File: src/rtl/ultrasonic_ping_scheduler.sv
// Round-robin ping scheduler: fires one ultrasonic sensor at a time, times its
// synchronized echo pulse in clk cycles and reports one result per ping.
module ultrasonic_ping_scheduler #(
    parameter int NUM_SENSORS    = 4,
    parameter int ID_W           = 2,
    parameter int CNT_W          = 24,
    parameter int TRIG_CYCLES    = 1000,
    parameter int TIMEOUT_CYCLES = 2500000,
    parameter int GAP_CYCLES     = 1000000
) (
    input  logic                   clk,
    input  logic                   reset,
    input  logic                   enable,
    input  logic [NUM_SENSORS-1:0] sensor_mask,
    input  logic [NUM_SENSORS-1:0] echo,
    output logic [NUM_SENSORS-1:0] trigger,
    output logic                   busy,
    output logic                   result_valid,
    output logic [ID_W-1:0]        result_id,
    output logic [CNT_W-1:0]       echo_cycles,
    output logic                   result_timeout
);

    typedef enum logic [2:0] {
        S_IDLE,
        S_TRIG,
        S_WAIT_RISE,
        S_MEASURE,
        S_GAP
    } state_t;

    localparam logic [CNT_W-1:0] TRIG_LAST = CNT_W'(TRIG_CYCLES - 1);
    localparam logic [CNT_W-1:0] TMO_LAST  = CNT_W'(TIMEOUT_CYCLES - 1);
    localparam logic [CNT_W-1:0] GAP_LAST  = CNT_W'(GAP_CYCLES - 1);
    localparam logic [ID_W-1:0]  LAST_ID   = ID_W'(NUM_SENSORS - 1);

    state_t                 state_q, state_d;
    logic [ID_W-1:0]        cur_id_q, cur_id_d;
    logic [ID_W-1:0]        rr_q, rr_d;
    logic [CNT_W-1:0]       cnt_q, cnt_d;
    logic [CNT_W-1:0]       ecnt_q, ecnt_d;
    logic [NUM_SENSORS-1:0] sync1_q, sync2_q, sync3_q;
    logic                   res_valid_q, res_valid_d;
    logic [ID_W-1:0]        res_id_q, res_id_d;
    logic [CNT_W-1:0]       res_cyc_q, res_cyc_d;
    logic                   res_tmo_q, res_tmo_d;

    logic [ID_W-1:0]        pick_id;
    logic [ID_W-1:0]        idx;
    logic                   sel, sel_prev, rise, fall;

    function automatic logic [CNT_W-1:0] sat_inc(input logic [CNT_W-1:0] v);
        return (&v) ? v : v + CNT_W'(1);
    endfunction

    // Lowest offset from the round-robin pointer wins, so scan offsets high to low.
    always_comb begin
        pick_id = rr_q;
        idx     = '0;
        for (int k = NUM_SENSORS - 1; k >= 0; k--) begin
            idx = ID_W'((int'(rr_q) + k) % NUM_SENSORS);
            if (sensor_mask[idx]) pick_id = idx;
        end
    end

    assign sel      = sync2_q[cur_id_q];
    assign sel_prev = sync3_q[cur_id_q];
    assign rise     = sel & ~sel_prev;
    assign fall     = ~sel & sel_prev;

    always_comb begin
        state_d     = state_q;
        cur_id_d    = cur_id_q;
        rr_d        = rr_q;
        cnt_d       = cnt_q;
        ecnt_d      = ecnt_q;
        res_valid_d = 1'b0;
        res_id_d    = res_id_q;
        res_cyc_d   = res_cyc_q;
        res_tmo_d   = res_tmo_q;
        case (state_q)
            S_IDLE: begin
                if (enable && (|sensor_mask)) begin
                    cur_id_d = pick_id;
                    cnt_d    = '0;
                    state_d  = S_TRIG;
                end
            end
            S_TRIG: begin
                cnt_d = cnt_q + CNT_W'(1);
                if (cnt_q == TRIG_LAST) begin
                    cnt_d   = '0;
                    state_d = S_WAIT_RISE;
                end
            end
            S_WAIT_RISE, S_MEASURE: begin
                cnt_d = cnt_q + CNT_W'(1);
                // A fall on the last allowed cycle still counts as a valid echo.
                if (state_q == S_MEASURE && fall) begin
                    state_d     = S_GAP;
                    cnt_d       = '0;
                    res_valid_d = 1'b1;
                    res_id_d    = cur_id_q;
                    res_cyc_d   = ecnt_q;
                    res_tmo_d   = 1'b0;
                end else if (cnt_q == TMO_LAST) begin
                    state_d     = S_GAP;
                    cnt_d       = '0;
                    res_valid_d = 1'b1;
                    res_id_d    = cur_id_q;
                    res_cyc_d   = '1;
                    res_tmo_d   = 1'b1;
                end else if (state_q == S_WAIT_RISE && rise) begin
                    state_d = S_MEASURE;
                    ecnt_d  = CNT_W'(1);
                end else if (state_q == S_MEASURE && sel) begin
                    ecnt_d = sat_inc(ecnt_q);
                end
            end
            S_GAP: begin
                cnt_d = cnt_q + CNT_W'(1);
                if (cnt_q == GAP_LAST) begin
                    cnt_d   = '0;
                    state_d = S_IDLE;
                    rr_d    = (cur_id_q == LAST_ID) ? '0 : cur_id_q + ID_W'(1);
                end
            end
            default: state_d = S_IDLE;
        endcase
    end

    always_ff @(posedge clk) begin
        if (reset) begin
            state_q     <= S_IDLE;
            cur_id_q    <= '0;
            rr_q        <= '0;
            cnt_q       <= '0;
            ecnt_q      <= '0;
            sync1_q     <= '0;
            sync2_q     <= '0;
            sync3_q     <= '0;
            res_valid_q <= 1'b0;
            res_id_q    <= '0;
            res_cyc_q   <= '0;
            res_tmo_q   <= 1'b0;
        end else begin
            state_q     <= state_d;
            cur_id_q    <= cur_id_d;
            rr_q        <= rr_d;
            cnt_q       <= cnt_d;
            ecnt_q      <= ecnt_d;
            sync1_q     <= echo;
            sync2_q     <= sync1_q;
            sync3_q     <= sync2_q;
            res_valid_q <= res_valid_d;
            res_id_q    <= res_id_d;
            res_cyc_q   <= res_cyc_d;
            res_tmo_q   <= res_tmo_d;
        end
    end

    always_comb begin
        trigger = '0;
        if (state_q == S_TRIG) trigger[cur_id_q] = 1'b1;
    end

    assign busy           = (state_q != S_IDLE);
    assign result_valid   = res_valid_q;
    assign result_id      = res_id_q;
    assign echo_cycles    = res_cyc_q;
    assign result_timeout = res_tmo_q;

endmodule
File: config.mk
export PLATFORM = sky130hd
export DESIGN_NAME = ultrasonic_ping_scheduler
export DESIGN_NICKNAME = d
export VERILOG_FILES = /design/src/rtl/ultrasonic_ping_scheduler.sv
export SDC_FILE = /design/constraint.sdc
export NUM_CORES = 1
export LEC_CHECK = 0
export CORE_MARGIN = 3
export CORE_UTILIZATION = 51
export DETAILED_ROUTE_END_ITERATION = 6
export GPL_TIMING_DRIVEN = 0
export PLACE_DENSITY = 0.73
export SETUP_SLACK_MARGIN = 0.3
export SKIP_LAST_GASP = 1
export SLEW_MARGIN = 5
export SYNTH_ARGS = -nofsm -noshare
export SYNTH_HDL_FRONTEND = slang
export SYNTH_SLANG_ARGS = --single-unit
File: constraint.sdc
create_clock -name clk -period 4.1 [get_ports clk]
set_input_delay 1.025 -clock clk [delete_from_list [all_inputs] [get_ports clk]]
set_output_delay 1.025 -clock clk [all_outputs]
set_load 0.02 [all_outputs]
==> summary.md <==
| Metric | Value |
|---|---|
| Hold buffers post-CTS | 0 |
| Post-synth EDFFs | 0 |
| Number of diodes | 0 |
| CORE AREA | ~8300 µm² |
| First-pass GRT wire length | about 18000 µm |
| Critical Path Source Type | register |
| Max Cap Viol | 0 |
| Die Area | just under 10000 µm² |
| HPWL Detailed | 7950 µm |
| Worst Hold Slack | ~450 ps |
| Syn_area_per_cell | between 8 and 9 µm² |
| Yosys top cell area share | a little over two fifths |
| Clock Path Buffers | 2 |
| GRT met2 Usage | 38.5% |
| Final Cycle Share | between 80 and 90% |
| Synth Area in Simple Gates | about a quarter |
| DRC | 0 |
| CP Capture Type | output port |
| Antenna violations before repair | 0 |
| Top Usage Layer GRT | met2 |
| Kind of critical path | reg -> out |
| Leakage power | 1.73 nW |
| Register area share after synthesis | a little over two fifths |
| Die W | 99.3 µm |
| Mux share of post-synthesis cell area | 1.69% |
| Sink Count | 95 |
| Per-cell routed wire length | around 16 µm |
| Fmax achieved | 288 MHz |
| Post-Syn Instances | slightly above 500 |
| Filler cells | ~730 |
| TritonRoute pass-1 iters | 4 |
| Final Hold Viols | 0 |
| RSZ-0062 raised after global routing | no |
| Setup bufs post-CTS | 0 |
| Met1 GRT Util | around 30% |
| GRT Total Usage | ~23% |
| Xor/xnor share of the synthesized area | under 10% |
| Synth Area in Compound Gates | approximately 22% |
| Placement Rows | 33 |
| CTS tree | yes |
| YS warnings | 0 |
| Clock-pin slew of the registers on the worst-case setup and hold paths | ~90 ps |
| Slew Viols, Final | 0 |
| CP Data Arrival Time | between 2000 and 2500 ps |
| Worst skew pair latency | 360 ps |
| Remaining Overflow, GRT | 0 |
| Final net count | 580 |
| Critical Path RT | 3070 ps |
| Largest net degree at the start of global routing | 17 |
| Main area contributors after synthesis | dfxtp_1 (43%), o221a_2 (5.3%), nand2_1 (4.2%), o21ai_0 (3.8%), a21oi_1 (3.7%) |
| Largest family of logic cells by synthesized area | simple AND/OR/NAND/NOR gates |
| Vert. Die Dim | approximately 99 µm |
| First DRT Iteration DRCs | 186 |
| Worst ir drop on vdd | between 200 and 300 µV |
| Met3 Resource Use GR | 3.72% |
| Final setup fails | 0 |
| Async S/R FF share, synth | 0% |
| Area Overhead vs Synth | 18.4% |
| Cell taking the most area after synthesis | dfxtp_1 |
| Status | completed |
| Worst Hold Class | reg -> reg |
| Fin Setup TNS | 0 ps |
| Cts bufs inserted | 9 |
| Crit Path Max Fanout | 9 |
| Final wirelength | about 11000 µm |
| Gpl congestion | between 0.8 and 0.9 |
| PD cells | between 300 and 400 nW/µm² |
| Synthesized net count | ~530 |
| Slew Limit Headroom | about half |
| Vias | ~4000 |
| Yosys reg bits | 95 |
| Synth Flop Type | dfxtp_1 |
| Post-Synth Adder-Cell Area | under 10% |
| PortBufs | 43 |
| Root buf cell | clkbuf_8 |
| Netlist area before placement | between 4000 and 5000 µm² |
| Cts repair resizes | 0 |
| Via/cell ratio | 6.00 |
| Fraction of layout cells with a size suffix above 1 | between 10% and 20% |
| CTS H-tree lvls | 3 |
| Antenna Nets Post-Route | 0 |
| Starting Density | a little over half |
| Worst Skew | 11.3 ps |
| Vias in the first global route | between 3000 and 4000 |
| IO Pins | 44 |
| Crit path time final | 3470 ps |
| Least-Margin Pin Slew | between 700 and 800 ps |
| Synth unique cells | slightly below 60 |
routing by layer:
layer / share of wire, % / up-vias / routed length [µm]
met3: 3.5 / 14 / 386
met5: 0 / - / 0
met1: 47 / 1937 / 5150
met4: 1.4 / 0 / 155
li1: - / 2003 / -
met2: 48 / 83 / 5310
synthesized netlist by cell type, types with 13 or more instances:
library cell / n
dfxtp_1: 95
nand2_1: 50
o21ai_0: 34
a21oi_1: 33
nand3_1: 28
nor2_1: 26
or3_1: 24
o221a_2: 21
clkbuf_1: 20
nor2b_1: 18
nor3_1: 16
inv_1: 13
worst paths after layout:
kind               from          to  slack [ps]  depth (start not counted)
max          state_q[0]  trigger[0]         630                          4
min          sync1_q[3]  sync2_q[3]         450                          1
max reg2reg  state_q[0]    cnt_q[1]        1220                          8
min reg2reg  sync1_q[3]  sync2_q[3]         450                          1
kinds of logic after synthesis:
kind of cell,count (synthesis)
xor gates and xnor gates,9
adders and majority gates,6
buffers and inverters,45
DFF,95
AOI/OAI and AO/OA,136
and+or+nand+nor,213
muxes,5
metrics by stage:
| stage | cell area (µm²) | total power (W) | cells | setup WS (ps) | utilization (%) |
|---|---|---|---|---|---|
| after floorplan | 4440 | 0.00117 | 509 | 1600 | - |
| after global placement | 5000 | 0.00127 | 657 | 441 | 59.9 |
| after detailed placement | 5000 | 0.00128 | 657 | 386 | 59.9 |
| after CTS | 5250 | 0.00205 | 673 | 616 | 62.9 |
| after global routing | 5250 | 0.00212 | 673 | 511 | 62.9 |
| final | 5250 | 0.00204 | 673 | 630 | 62.9 |
cell usage in the layout, fill, tap and decap left out, drive strengths merged, types with 3 or more instances in the layout:
cell	Yosys	final
dfxtp	95	95
nand2	50	50
clkdlybuf4s50	0	43
o21ai	37	37
a21oi	34	34
clkbuf	21	31
nand3	28	28
nor2	26	26
or3	24	24
o221a	22	22
nor2b	18	18
nor3	18	18
inv	13	15
nand4	11	11
and3	11	11
buf	11	11
o211ai	8	8
and2	7	7
o2111ai	7	7
a211oi	6	6
ha	6	6
xnor2	5	5
o22ai	4	4
xor2	4	4
mux2i	3	3
o311ai	3	3
or2	3	3
and4	3	3
or4	3	3
bufinv	0	3
registers in the layout, indices dropped and copies added, names as in the netlist, 2 cells and up:
signal / flops
cnt_q: 24
echo_cycles: 24
ecnt_q: 24
sync1_q: 4
sync2_q: 4
sync3_q: 4
state_q: 3
cur_id_q: 2
result_id: 2
rr_q: 2
worst max-delay path, cell delays in order (launching register included):
cell and delay [ps]:
dfxtp_1 320, clkbuf_1 310, nor3b_1 640, and2_1 220, clkdlybuf4s50_1 620
power by group:
part | switching, W | total, W | internal, W
Clock | 0.000349 | 0.000776 | 0.000428
Sequential | 0.0000179 | 0.000960 | 0.000942
Combinational | 0.000211 | 0.000308 | 0.0000972
Total | 0.000577 | 0.00204 | 0.00147
final cells by class:
type                       count  area [µm²]  area share [%]
clock inverter                 6         115            2.19
timing repair buffer          43         430            8.20
buffer                        32         153            2.91
clock buffer                  10         138            2.62
tap                          105         131            2.50
inverter                      13        48.8           0.929
multi-input combinational    369        2330            44.4
sequential                    95        1900            36.2
Power figures use the tool's default switching activity.
